File: src/rtl/search_time_manager.sv
// -----------------------------------------------------------------------------
// search_time_manager
//
// Sequences one engine search per UCI "go". It computes a per-move time budget
// in milliseconds, converts it to clock cycles with a 32-step shift-add
// multiply, and waits for the engine to be ready. It then launches the search
// and drives a cycle countdown into the engine. A stop is forced when the
// countdown expires or when UCI "stop" arrives.
//
// Ports
//   clk_in          : system clock (clk_game)
//   rst_in          : synchronous, active-high reset
//   go_in           : one-cycle pulse, start a search (honoured only when idle)
//   time_ms_in      : side-to-move remaining time, ms
//   inc_ms_in       : side-to-move increment, ms
//   movetime_ms_in  : fixed move time, ms (0 = unused)
//   infinite_in     : "go infinite", no budget applies
//   stop_in         : one-cycle pulse, UCI "stop"
//   engine_ready_in : engine is ready to accept a go
//   engine_done_in  : engine has produced its bestmove
//   search_go_out   : one-cycle pulse launching the engine search
//   time_out        : cycles remaining for the engine
//   stop_out        : high while a forced stop is pending
//   busy_out        : high whenever not idle
//   budget_ms_out   : budget latched for the current search, ms
// -----------------------------------------------------------------------------
module search_time_manager #(
  parameter int unsigned CLOCK_FREQ = 50_000_000,
  parameter int unsigned SAFETY_MS  = 50
) (
  input  logic        clk_in,
  input  logic        rst_in,
  input  logic        go_in,
  input  logic [31:0] time_ms_in,
  input  logic [31:0] inc_ms_in,
  input  logic [31:0] movetime_ms_in,
  input  logic        infinite_in,
  input  logic        stop_in,
  input  logic        engine_ready_in,
  input  logic        engine_done_in,
  output logic        search_go_out,
  output logic [31:0] time_out,
  output logic        stop_out,
  output logic        busy_out,
  output logic [31:0] budget_ms_out
);

  localparam int unsigned CYC_PER_MS = CLOCK_FREQ / 1000;
  localparam logic [32:0] LP_SAFETY  = 33'(SAFETY_MS);
  localparam logic [63:0] LP_CYC     = 64'(CYC_PER_MS);

  typedef enum logic [2:0] {
    S_IDLE       = 3'd0,
    S_CALC       = 3'd1,
    S_WAIT_READY = 3'd2,
    S_RUN        = 3'd3,
    S_STOP       = 3'd4
  } state_t;

  state_t      r_state;
  logic        r_infinite;
  logic [63:0] r_acc;
  logic [63:0] r_mcand;
  logic [31:0] r_mplier;
  logic [4:0]  r_cnt;
  logic        r_search_go;
  logic [31:0] r_time;
  logic        r_stop;
  logic        r_busy;
  logic [31:0] r_budget;

  logic [32:0] w_mt;
  logic [32:0] w_mt_sub;
  logic [32:0] w_raw;
  logic [32:0] w_cap;
  logic [32:0] w_min;
  logic [31:0] w_budget;
  logic [63:0] w_acc_next;
  logic [31:0] w_product_sat;

  // Budget in ms from the inputs presented alongside go_in (33-bit intermediates).
  always_comb begin
    w_mt = {1'b0, movetime_ms_in};
    if (w_mt > LP_SAFETY) begin
      w_mt_sub = w_mt - LP_SAFETY;
    end else begin
      w_mt_sub = 33'd0;
    end

    // Remaining/32 plus increment, capped so the safety margin is never spent.
    w_raw = {6'd0, time_ms_in[31:5]} + {1'b0, inc_ms_in};
    if ({1'b0, time_ms_in} > LP_SAFETY) begin
      w_cap = {1'b0, time_ms_in} - LP_SAFETY;
    end else begin
      w_cap = 33'd0;
    end
    if (w_raw < w_cap) begin
      w_min = w_raw;
    end else begin
      w_min = w_cap;
    end

    // Both paths clamp to at least 1 ms; both results fit in 32 bits.
    if (movetime_ms_in != 32'd0) begin
      if (w_mt_sub == 33'd0) begin
        w_budget = 32'd1;
      end else begin
        w_budget = w_mt_sub[31:0];
      end
    end else begin
      if (w_min == 33'd0) begin
        w_budget = 32'd1;
      end else begin
        w_budget = w_min[31:0];
      end
    end
  end

  // One shift-add step of budget x cycles-per-ms, plus saturation of the final product.
  always_comb begin
    if (r_mplier[0]) begin
      w_acc_next = r_acc + r_mcand;
    end else begin
      w_acc_next = r_acc;
    end
    if (|r_acc[63:32]) begin
      w_product_sat = 32'hFFFF_FFFF;
    end else begin
      w_product_sat = r_acc[31:0];
    end
  end

  // Search sequencer: state, multiplier datapath and all registered outputs.
  always_ff @(posedge clk_in) begin
    if (rst_in) begin
      r_state     <= S_IDLE;
      r_infinite  <= 1'b0;
      r_acc       <= 64'd0;
      r_mcand     <= 64'd0;
      r_mplier    <= 32'd0;
      r_cnt       <= 5'd0;
      r_search_go <= 1'b0;
      r_time      <= 32'd0;
      r_stop      <= 1'b0;
      r_busy      <= 1'b0;
      r_budget    <= 32'd0;
    end else begin
      r_search_go <= 1'b0;
      case (r_state)
        S_IDLE: begin
          if (go_in) begin
            r_infinite <= infinite_in;
            r_budget   <= infinite_in ? 32'd0 : w_budget;
            r_mplier   <= infinite_in ? 32'd0 : w_budget;
            r_acc      <= 64'd0;
            r_mcand    <= LP_CYC;
            r_cnt      <= 5'd0;
            r_busy     <= 1'b1;
            r_state    <= S_CALC;
          end else begin
            r_state <= S_IDLE;
          end
        end

        // Exactly 32 steps regardless of operand value, so latency is fixed.
        S_CALC: begin
          r_acc    <= w_acc_next;
          r_mcand  <= {r_mcand[62:0], 1'b0};
          r_mplier <= {1'b0, r_mplier[31:1]};
          r_cnt    <= r_cnt + 5'd1;
          if (r_cnt == 5'd31) begin
            r_state <= S_WAIT_READY;
          end else begin
            r_state <= S_CALC;
          end
        end

        S_WAIT_READY: begin
          if (stop_in) begin
            r_busy  <= 1'b0;
            r_state <= S_IDLE;
          end else if (engine_ready_in) begin
            r_search_go <= 1'b1;
            r_time      <= r_infinite ? 32'hFFFF_FFFF : w_product_sat;
            r_state     <= S_RUN;
          end else begin
            r_state <= S_WAIT_READY;
          end
        end

        // Engine completion wins over both expiry and stop in the same cycle.
        S_RUN: begin
          if (engine_done_in) begin
            r_time  <= 32'd0;
            r_stop  <= 1'b0;
            r_busy  <= 1'b0;
            r_state <= S_IDLE;
          end else if (stop_in || (!r_infinite && (r_time == 32'd0))) begin
            r_time  <= 32'd0;
            r_stop  <= 1'b1;
            r_state <= S_STOP;
          end else if (!r_infinite) begin
            r_time  <= r_time - 32'd1;
            r_state <= S_RUN;
          end else begin
            r_state <= S_RUN;
          end
        end

        S_STOP: begin
          r_time <= 32'd0;
          if (engine_done_in) begin
            r_stop  <= 1'b0;
            r_busy  <= 1'b0;
            r_state <= S_IDLE;
          end else begin
            r_stop  <= 1'b1;
            r_state <= S_STOP;
          end
        end

        default: begin
          r_time  <= 32'd0;
          r_stop  <= 1'b0;
          r_busy  <= 1'b0;
          r_state <= S_IDLE;
        end
      endcase
    end
  end

  assign search_go_out = r_search_go;
  assign time_out      = r_time;
  assign stop_out      = r_stop;
  assign busy_out      = r_busy;
  assign budget_ms_out = r_budget;

endmodule

File: config.mk
export PLATFORM = sky130hd
export DESIGN_NAME = search_time_manager
export DESIGN_NICKNAME = d
export VERILOG_FILES = /design/src/rtl/search_time_manager.sv
export SDC_FILE = /design/constraint.sdc
export NUM_CORES = 1
export LEC_CHECK = 0
export BUFFER_PORTS_ARGS = -buffer_cell sky130_fd_sc_hd__buf_2
export CAP_MARGIN = 15
export CORE_MARGIN = 3
export CORE_UTILIZATION = 61
export DETAILED_ROUTE_END_ITERATION = 10
export MAX_ROUTING_LAYER = met4
export PLACE_DENSITY = 0.82
export SLEW_MARGIN = 20
export SYNTH_ARGS = -nofsm -noshare
export SYNTH_HDL_FRONTEND = slang
export SYNTH_SLANG_ARGS = --single-unit
File: constraint.sdc
create_clock -name clk_in -period 5.29 [get_ports clk_in]
set_input_delay 0.529 -clock clk_in [delete_from_list [all_inputs] [get_ports clk_in]]
set_output_delay 0.529 -clock clk_in [all_outputs]
set_load 0.005 [all_outputs]
==> run summary, run 1 <==
RSZ-0062 raised after global routing: false
Worst setup EP type: flip-flop
grt peak-use layer: met2
hpwl dp: 41.3 mm
Fin Hold WS: 0.268 ns
total clock sinks: 228
GRT Residual Overflow: 0
1st-iter DRT viols: 1857
cell count after synthesis: 2278
area grow syn2layout: 14.9%
routability cong.: 1.00
post-route minimum period: 4.99 ns
mapped cell area: 16900 sq um
Worst-Margin Slew: 1.05 ns
Ys Warns: 0
arrival time worst endpoint: 5.43 ns
CTS Root Buffer Type: clkbuf_16
#FFs+latches synth: 228
Max Clock Freq: 0.201 GHz
Hold Fails Final Rpt: 0
number of global-route vias before repair: 16733
CP bufs+invs: 3
number of synthesized flops with an enable pin: 0
TritonCTS Buffers: 26
most numerous cell on the critical path: a211oi_1
Initial Utilization: 62.5%
max_slew headroom: 29.8%
final worst slack: 0.305 ns
Die X-Extent: 173 um
leakage power: 8.16 nW
drt via density: 6.41
global-route wire length before repair: 87.6 mm
clk buf depth: 3
met1 GRT Util: 47.6%
Die Y: 173 um
DRC: 0
Buffers on Ports: 169
CP Cell Sequence: buf_2, ha_1, a211oi_1, o21ai_0, o211a_1, o31a_1, a21oi_1, nor3_1, a311o_1, ha_1, nand2_1, nor4_1, buf_4, nand3_1, a311oi_1, a211o_1, buf_12, mux2_2, a211oi_1, nand4b_1, a211oi_1
Final Total Pwr: 4.67 mW
fin crit share: 94.2%
Mean Syn Cell Area: 7.43 sq um
outcome: finished, final reports clean
Async SR Flop Fraction: 0%
Routed Antenna Nets: 0
largest net degree at the start of global routing: 136
register area share after synthesis: 27.0%
Min-Delay Path Class: input pin to flip-flop
share of layout cells above drive strength 1: 14.7%
syn nets: 2506
Vias: 18159
core area: 27100 sq um
worst reg-to-reg path cell count: 13
crit start category: input pin
GR Util met3: 4.24%
PD cells: 240 nW/um^2
1st-pass router iterations: 6
TritonCTS clock tree: yes
Netlist cell types: 81
initial antenna violation count: 1
hold path depth: 3
post-layout util: 71.8%
H-tree depth: 1
final count of pins violating max slew: 0
total of max-cap violations: 0
Final Setup Violations: 0
peak supply drop: 0.212 mV
CP peak stage delay: 0.49 ns
Die ar.: 29800 sq um
pre-CTS setup slack: -0.133 ns
crit-path max FO: 11
Clock transition at path regs: 0.07 ns
setup_tns: 0 ns
IO Pins: 170
Worst path top cell family by delay: compound AO/OA/AOI/OAI gates
critical path class: input pin to flip-flop
drt total wl: 55.1 mm
post-CTS repair timing setup buffer count: 0
GR Util met2: 58.1%
Stages on worst setup path: 21
commonest register cell after synthesis: dfxtp_1
Req. time, crit path: 5.73 ns
Routed wire per std cell: 19.4 um
fin nets: 2670
Clock Skew: 0.0234 ns
worst skew pair latency: 0.54 ns
Slowest-stage cell, CP: a311oi_1
Tot GR Track Use: 35.8%
row count: 60
## cells in the mapped netlist, drive strengths merged (6+ instances only)
| master | count | share of area, % |
|---|---|---|
| nor3 | 74 | 2.2 |
| or3 | 27 | 1.1 |
| ha | 123 | 9.1 |
| nand3 | 101 | 3.0 |
| dfxtp | 228 | 27 |
| nor2 | 243 | 5.4 |
| a22oi | 51 | 2.3 |
| a221oi | 9 | 0.47 |
| o21bai | 18 | 0.80 |
| or2 | 19 | 0.70 |
| nor2b | 8 | 0.30 |
| nor4 | 29 | 1.2 |
| a21o | 45 | 2.0 |
| a31oi | 20 | 0.74 |
| nand3b | 10 | 0.44 |
| o21ai | 127 | 3.8 |
| nand4b | 6 | 0.31 |
| clkbuf | 118 | 2.6 |
| xor2 | 51 | 2.6 |
| o21a | 13 | 0.58 |
| a21oi | 256 | 7.6 |
| a22o | 23 | 1.2 |
| inv | 43 | 0.95 |
| a211oi | 53 | 2.3 |
| xnor2 | 89 | 4.6 |
| buf | 24 | 0.72 |
| and2 | 16 | 0.59 |
| nor4b | 8 | 0.59 |
| nand2b | 19 | 0.70 |
| nand2 | 238 | 5.3 |
| and3 | 12 | 0.44 |
| nand4 | 24 | 0.89 |
| or4 | 13 | 0.58 |
| o31ai | 18 | 0.80 |
| o211ai | 8 | 0.38 |
| o22ai | 35 | 1.3 |
| o41ai | 8 | 0.41 |
## cells in the final DEF, fill, tap and decap left out, types with 51 or more instances in the layout
cell | Yosys | layout
nand2_1 | 238 | 237
nor3_1 | 72 | 70
xor2_1 | 51 | 51
buf_4 | 1 | 105
a211oi_1 | 53 | 52
xnor2_1 | 89 | 89
o21ai_0 | 116 | 116
a22oi_1 | 51 | 51
ha_1 | 123 | 123
nor2_1 | 243 | 241
dfxtp_1 | 228 | 228
buf_2 | 5 | 168
a21oi_1 | 256 | 256
nand3_1 | 101 | 101
## report_power, final
group	leakage [nW]	switching [mW]	internal (mW)
Sequential	1.85	0.0328	1.76
Clock	0.409	0.745	1.03
Combinational	5.90	0.668	0.437
Total	8.16	1.45	3.22
## metal layers
metal  vias to the layer above  routed length [um]
li1                       8697                   -
met1                      8546               23500
met2                       816               25700
met3                       100                4340
met4                         0                1580
met5                         -                   0
## state kept, by name (all words and copies together) (netlist names)
register and flops:
r_infinite 1, busy_out 1, r_state 3, budget_ms_out 32, r_mcand 60, time_out 32, r_cnt 5, r_acc 60
r_mplier 32, search_go_out 1, stop_out 1
## repair_timing
action / CTS / global route
hold endpoints to repair: 0 / 0
endpoints found under the setup margin: 0 / 1
hold buffers: 0 / 0
gates resized for setup: 0 / 1
## path summary, 6_finish.rpt
kind | slack, ns | end | from
hold / removal | 0.27 | r_infinite | infinite_in
setup reg to reg | 0.98 | time_out[15] | time_out[1]
hold reg to reg | 0.45 | budget_ms_out[15] | budget_ms_out[15]
setup / recovery | 0.30 | r_mplier[0] | time_ms_in[6]
## stage by stage
| step | instances | cell area, sq um |
|---|---|---|
| CTS | 2832 | 19400 |
| floorplan | 2278 | 16900 |
| detailed placement | 2785 | 18600 |
| finish | 2834 | 19500 |
| global placement | 2785 | 18600 |
| global route | 2834 | 19500 |
## cell type report
cell class	instances	area, sq um
clock buffer	37	742
timing repair buffer	278	1730
fill	2281	7640
antenna	1	2.50
sequential	228	4560
clock inverter	10	98.8
tap	372	465
multi-input combinational	1865	11700
inverter	43	161
## worst register-to-register path, delay by kind of cell (launching register included)
kind	cells	cell delay, ns
AOI/OAI and AO/OA	3	1.28
adders and majority gates	1	0.19
buffers and inverters	1	0.09
DFF	1	0.32
and+or+nand+nor	8	2.28
## kinds of logic (layout without fill, tap and decap cells)
group,after synthesis,count (layout),share of synthesized area (%)
xor+xnor,140,140,7.24
flops,228,228,27.0
buf+inv,185,368,4.29
other cells,0,1,0
compound gates,734,734,27.4
simple gates,859,859,24.4
mux,7,7,0.429
fa+ha+maj,125,125,9.32
No activity file was read; power rests on OpenSTA's default activity.
==> inputs of run 2 (changes only) <==
--- a/config.mk
+++ b/config.mk
@@ -8,10 +8,10 @@
 export BUFFER_PORTS_ARGS = -buffer_cell sky130_fd_sc_hd__buf_2
 export CAP_MARGIN = 15
 export CORE_MARGIN = 3
-export CORE_UTILIZATION = 61
+export CORE_UTILIZATION = 65
 export DETAILED_ROUTE_END_ITERATION = 10
 export MAX_ROUTING_LAYER = met4
-export PLACE_DENSITY = 0.82
+export PLACE_DENSITY = 0.87
 export SLEW_MARGIN = 20
 export SYNTH_ARGS = -nofsm -noshare
 export SYNTH_HDL_FRONTEND = slang
==> constraint.sdc (replaced) <==
create_clock -name clk_in -period 6.15 [get_ports clk_in]
set_input_delay 0.615 -clock clk_in [delete_from_list [all_inputs] [get_ports clk_in]]
set_output_delay 0.615 -clock clk_in [all_outputs]
set_load 0.005 [all_outputs]
==> run summary, run 2 (same netlist as run 1, synthesis figures left out) <==
outcome: finished, final reports clean
internal reg-to-reg setup slack: 1.71 ns
total of max-cap violations: 0
post-CTS resize count: 0
most common cell after layout, fill and taps aside: a21oi_1
PD cells: 209 nW/um^2
Worst-Margin Slew: 1.14 ns
Tot GR Track Use: 37.8%
Flop pwr share: 39.7%
global-route wire length before repair: 86.8 mm
area grow syn2layout: 10.1%
Max Clock Freq: 0.184 GHz
end of the worst hold path: r_state[2]
core area: 25400 sq um
peak supply drop: 0.222 mV
ant diodes: 0
Clock Skew: 0.0205 ns
Critical path origin: time_ms_in[14]
fin nets: 2577
Buffers on Ports: 169
Routed wire per std cell: 20.1 um
row count: 58
hold path start: engine_done_in
post-layout util: 73.4%
register area: 4560 sq um
commonest non-fill, non-tap cells in the layout: a21oi_1, nor2_1, nand2_1
worst reg2reg path endpoint: time_out[25]
post-route minimum period: 5.44 ns
crit-path max FO: 15
H-tree depth: 1
clock power share: 39.6%
Filler Cell Count: 2030
worst skew pair latency: 0.54 ns
fin crit share: 88.4%
hpwl dp: 40.1 mm
1st-iter DRT viols: 2267
placed insts: 2652
TritonCTS clock tree: yes
IO Pins: 170
drt total wl: 54.3 mm
total clock sinks: 228
CTS Root Buffer Type: clkbuf_16
Final Setup Violations: 0
switching share of power: 30.2%
post-CTS repair timing setup buffer count: 0
Die ar.: 28000 sq um
routability cong.: 1.02
top flop regs: r_acc x60, r_mcand x60
Die X-Extent: 167 um
final count of pins violating max slew: 0
TritonCTS Buffers: 25
GRT Residual Overflow: 0
non-filler cells in the finished layout: 2697
P_int: 2.71 mW
Req. time, crit path: 6.59 ns
# hold bufs at CTS: 0
Vias: 18128
RSZ-0062 raised after global routing: false
setup_tns: 0 ns
Die Y: 167 um
Min-Delay Path Class: input pin to flip-flop
largest net degree at the start of global routing: 141
crit start category: input pin
max_slew headroom: 24.2%
Combinational Power Share: 20.7%
Initial Utilization: 66.7%
area of the multi-input gates: 11700 sq um
hold path depth: 2
leakage power: 7.70 nW
drt via density: 6.72
Hold Fails Final Rpt: 0
DRC: 0
clk buf depth: 3
arrival time worst endpoint: 5.88 ns
number of global-route vias before repair: 16664
NetSw: 1.17 mW
initial antenna violation count: 0
Worst setup EP type: flip-flop
critical path class: input pin to flip-flop
Clock transition at path regs: 0.07 ns
worst reg-to-reg path cell count: 13
Routed Antenna Nets: 0
1st-pass router iterations: 6
share of layout cells above drive strength 1: 11.3%
Worst R2R Start: time_out[0]
==> run 2: cell count changes in the layout (fill, tap and decap cells not counted), sizes merged <==
| cell | delta |
|---|---|
| clkbuf | -3 |
| clkinv | +2 |
| bufinv | +2 |
| clkinvlp | -2 |
| diode | -1 |
| buf | -92 |
| inv | -1 |
==> run 2: critical path, cell delays in order <==
cell	delay [ns]
buf_2	0.14
ha_1	0.37
a21oi_1	0.25
o221ai_1	0.24
nor4b_1	0.31
o21a_1	0.24
o21ai_1	0.14
a311o_1	0.42
and2_1	0.18
xor2_1	0.14
ha_1	0.30
nand4_1	0.09
nor2_1	0.29
nand3_1	0.11
a311oi_1	0.51
a211o_1	0.50
mux2_2	0.43
a211oi_1	0.24
nand4b_1	0.15
a211oi_1	0.21
==> run 2: worst max path at each step <==
stage	slack (ns)	cells after the start	end
2_1_floorplan	1.18	22	r_mplier[16]
3_3_place_gp	0.49	19	r_mplier[0]
3_5_place_dp	0.27	21	r_mplier[0]
4_1_cts	0.80	21	r_mplier[0]
5_1_grt	0.29	20	r_mplier[0]
6_report	0.71	20	r_mplier[0]
==> run 2: final cells by class <==
cell class | count | area share [%]
Clock buffer | 34 | 3.75
Clock inverter | 11 | 0.718
Inverter | 43 | 0.865
Multi-Input combinational cell | 1865 | 62.7
Sequential cell | 228 | 24.5
Tap cell | 330 | 2.21
Timing Repair Buffer | 186 | 5.32
==> run 2: power groups by stage <==
stage / clock network, mW / registers [mW] / logic [mW]
2_1_floorplan: 0 / 1.56 / 0.539
3_5_place_dp: 0 / 1.57 / 0.785
5_1_grt: 1.60 / 1.54 / 0.883
3_3_place_gp: 0 / 1.57 / 0.774
4_1_cts: 1.54 / 1.54 / 0.790
6_report: 1.54 / 1.54 / 0.806
==> run 2: metal layers <==
layer	vias up	track usage [%]	part of all wire, %
met4	0	11.8	3.7
met2	969	61.6	47
met1	8506	49.0	41
li1	8491	-	-
met3	162	5.03	8.5
met5	-	-	0
==> run 2: metrics by stage <==
| stage | power [mW] | instance area (sq um) | setup slack [ns] | hold slack, ns |
|---|---|---|---|---|
| 4_1_cts | 3.87 | 18600 | 0.797 | 0.358 |
| 2_1_floorplan | 2.10 | 16900 | 1.18 | 0.438 |
| 5_1_grt | 4.03 | 18700 | 0.286 | 0.381 |
| 6_report | 3.89 | 18700 | 0.711 | 0.380 |
| 3_5_place_dp | 2.36 | 17800 | 0.270 | 0.447 |
| 3_3_place_gp | 2.35 | 17800 | 0.489 | 0.440 |
==> inputs of run 3 (changes only) <==
==> constraint.sdc (replaced) <==
create_clock -name clk_in -period 6.15 [get_ports clk_in]
set_input_delay 0.3075 -clock clk_in [delete_from_list [all_inputs] [get_ports clk_in]]
set_output_delay 0.3075 -clock clk_in [all_outputs]
set_load 0.005 [all_outputs]
==> run summary, run 3 (same netlist as run 1, synthesis figures left out) <==
Buffers on Ports: 169
Final Setup Violations: 0
H-tree depth: 1
most common cell after layout, fill and taps aside: a21oi_1
hold path depth: 2
switching share of power: 30.6%
Filler Cell Count: 2055
post-layout util: 73.4%
core area: 25400 sq um
Combinational Power Share: 21.1%
crit-path max FO: 15
post-CTS repair timing setup buffer count: 0
share of layout cells above drive strength 1: 11.2%
crit start category: input pin
Tot GR Track Use: 37.8%
routability cong.: 1.04
CP bufs+invs: 1
commonest non-fill, non-tap cells in the layout: a21oi_1, nor2_1, nand2_1
Routed wire per std cell: 20.2 um
PD cells: 206 nW/um^2
largest net degree at the start of global routing: 152
hpwl dp: 40.5 mm
Worst-Margin Slew: 1.11 ns
number of global-route vias before repair: 17003
total of max-cap violations: 0
global-route wire length before repair: 86.8 mm
IO Pins: 170
max_slew headroom: 25.1%
arrival time worst endpoint: 5.59 ns
setup_tns: 0 ns
Die ar.: 28000 sq um
initial antenna violation count: 2
Worst setup EP type: flip-flop
Worst path top cell family by delay: compound AO/OA/AOI/OAI gates
area grow syn2layout: 10.0%
CP Cell Sequence: buf_2, ha_1, a211oi_1, o21ai_0, o211a_1, o31a_1, a21oi_1, nor3_1, a311o_1, ha_1, nand2_1, nor4_1, nand3_1, a311oi_1, a211o_1, mux2_2, a211oi_1, nand4b_1, a211oi_1
clock power share: 38.8%
peak supply drop: 0.285 mV
outcome: finished, final reports clean
final count of pins violating max slew: 0
Req. time, crit path: 6.59 ns
drt via density: 6.69
Die X-Extent: 167 um
GRT Residual Overflow: 0
Die Y: 167 um
clk buf depth: 3
DRC: 0
total clock sinks: 228
Initial Utilization: 66.7%
TritonCTS Buffers: 24
Final Total Pwr: 3.84 mW
fin nets: 2576
Min-Delay Path Class: input pin to flip-flop
1st-iter DRT viols: 2004
# hold bufs at CTS: 0
Clock transition at path regs: 0.06 ns
NetSw: 1.17 mW
Flop pwr share: 40.1%
Stages on worst setup path: 19
fin crit share: 83.7%
CP peak stage delay: 0.53 ns
1st-pass router iterations: 5
Routed Antenna Nets: 0
most numerous cell on the critical path: a211oi_1
Max Clock Freq: 0.194 GHz
post-route minimum period: 5.15 ns
leakage power: 7.69 nW
Vias: 18032
drt total wl: 54.5 mm
worst reg-to-reg path cell count: 13
Slowest-stage cell, CP: a211o_1
top flop regs: r_acc x60, r_mcand x60
row count: 58
P_int: 2.67 mW
worst skew pair latency: 0.54 ns
RSZ-0062 raised after global routing: false
CTS Root Buffer Type: clkbuf_16
TritonCTS clock tree: yes
Clock Skew: 0.0310 ns
Hold Fails Final Rpt: 0
critical path class: input pin to flip-flop
post-CTS resize count: 0
run 3: path summary, 6_finish.rpt:
kind                      from  slack [ns]                 to
max              time_ms_in[6]        1.00        r_mplier[0]
min reg2reg  budget_ms_out[17]        0.45  budget_ms_out[17]
min             engine_done_in        0.07         r_state[2]
max reg2reg        time_out[0]        1.71       time_out[26]
run 3: worst register-to-register path, cell delays in order, from the launching register on:
cell	delay [ns]
dfxtp_1	0.36
inv_1	0.08
ha_1	0.18
or3b_1	0.41
or4_1	0.50
nor3_2	0.39
nand2_1	0.28
nor4_1	0.33
nor2_1	0.13
nor4b_4	0.21
a2bb2oi_4	0.81
o21ai_0	0.30
a22oi_1	0.26
nor2_1	0.06
run 3: layout make-up:
| cell class | instances | area [sq um] | area share (%) |
|---|---|---|---|
| inverters | 43 | 161 | 0.866 |
| clock inverters | 9 | 110 | 0.591 |
| flip-flops and latches | 228 | 4560 | 24.5 |
| repair buffers | 186 | 1000 | 5.36 |
| clock buffers | 34 | 698 | 3.75 |
| diodes | 2 | 5.00 | 0.0269 |
| well taps | 330 | 413 | 2.22 |
| multi-input cells | 1865 | 11700 | 62.7 |
run 3: power by group through the flow:
stage / Combinational (mW) / Sequential [mW] / Clock [mW]
after floorplan: 0.539 / 1.56 / 0
after global placement: 0.772 / 1.57 / 0
after detailed placement: 0.784 / 1.57 / 0
after CTS: 0.791 / 1.54 / 1.49
after global routing: 0.887 / 1.54 / 1.55
final: 0.809 / 1.54 / 1.49
run 3: per-layer routing:
layer	vias up	GRT usage, %	wire length, um
li1	8498	-	-
met4	0	15.3	2350
met5	-	-	0
met2	931	61.4	25400
met3	147	5.41	4450
met1	8456	47.7	22300
run 3: stage by stage:
stage	hold WS [ns]	area [sq um]	instances	setup slack (ns)
after floorplan	0.387	16900	2278	1.49
after CTS	0.0530	18600	2694	1.14
after global placement	0.441	17800	2651	0.766
final	0.0694	18600	2697	1.00
after global routing	0.0825	18600	2697	0.701
after detailed placement	0.444	17800	2651	0.624
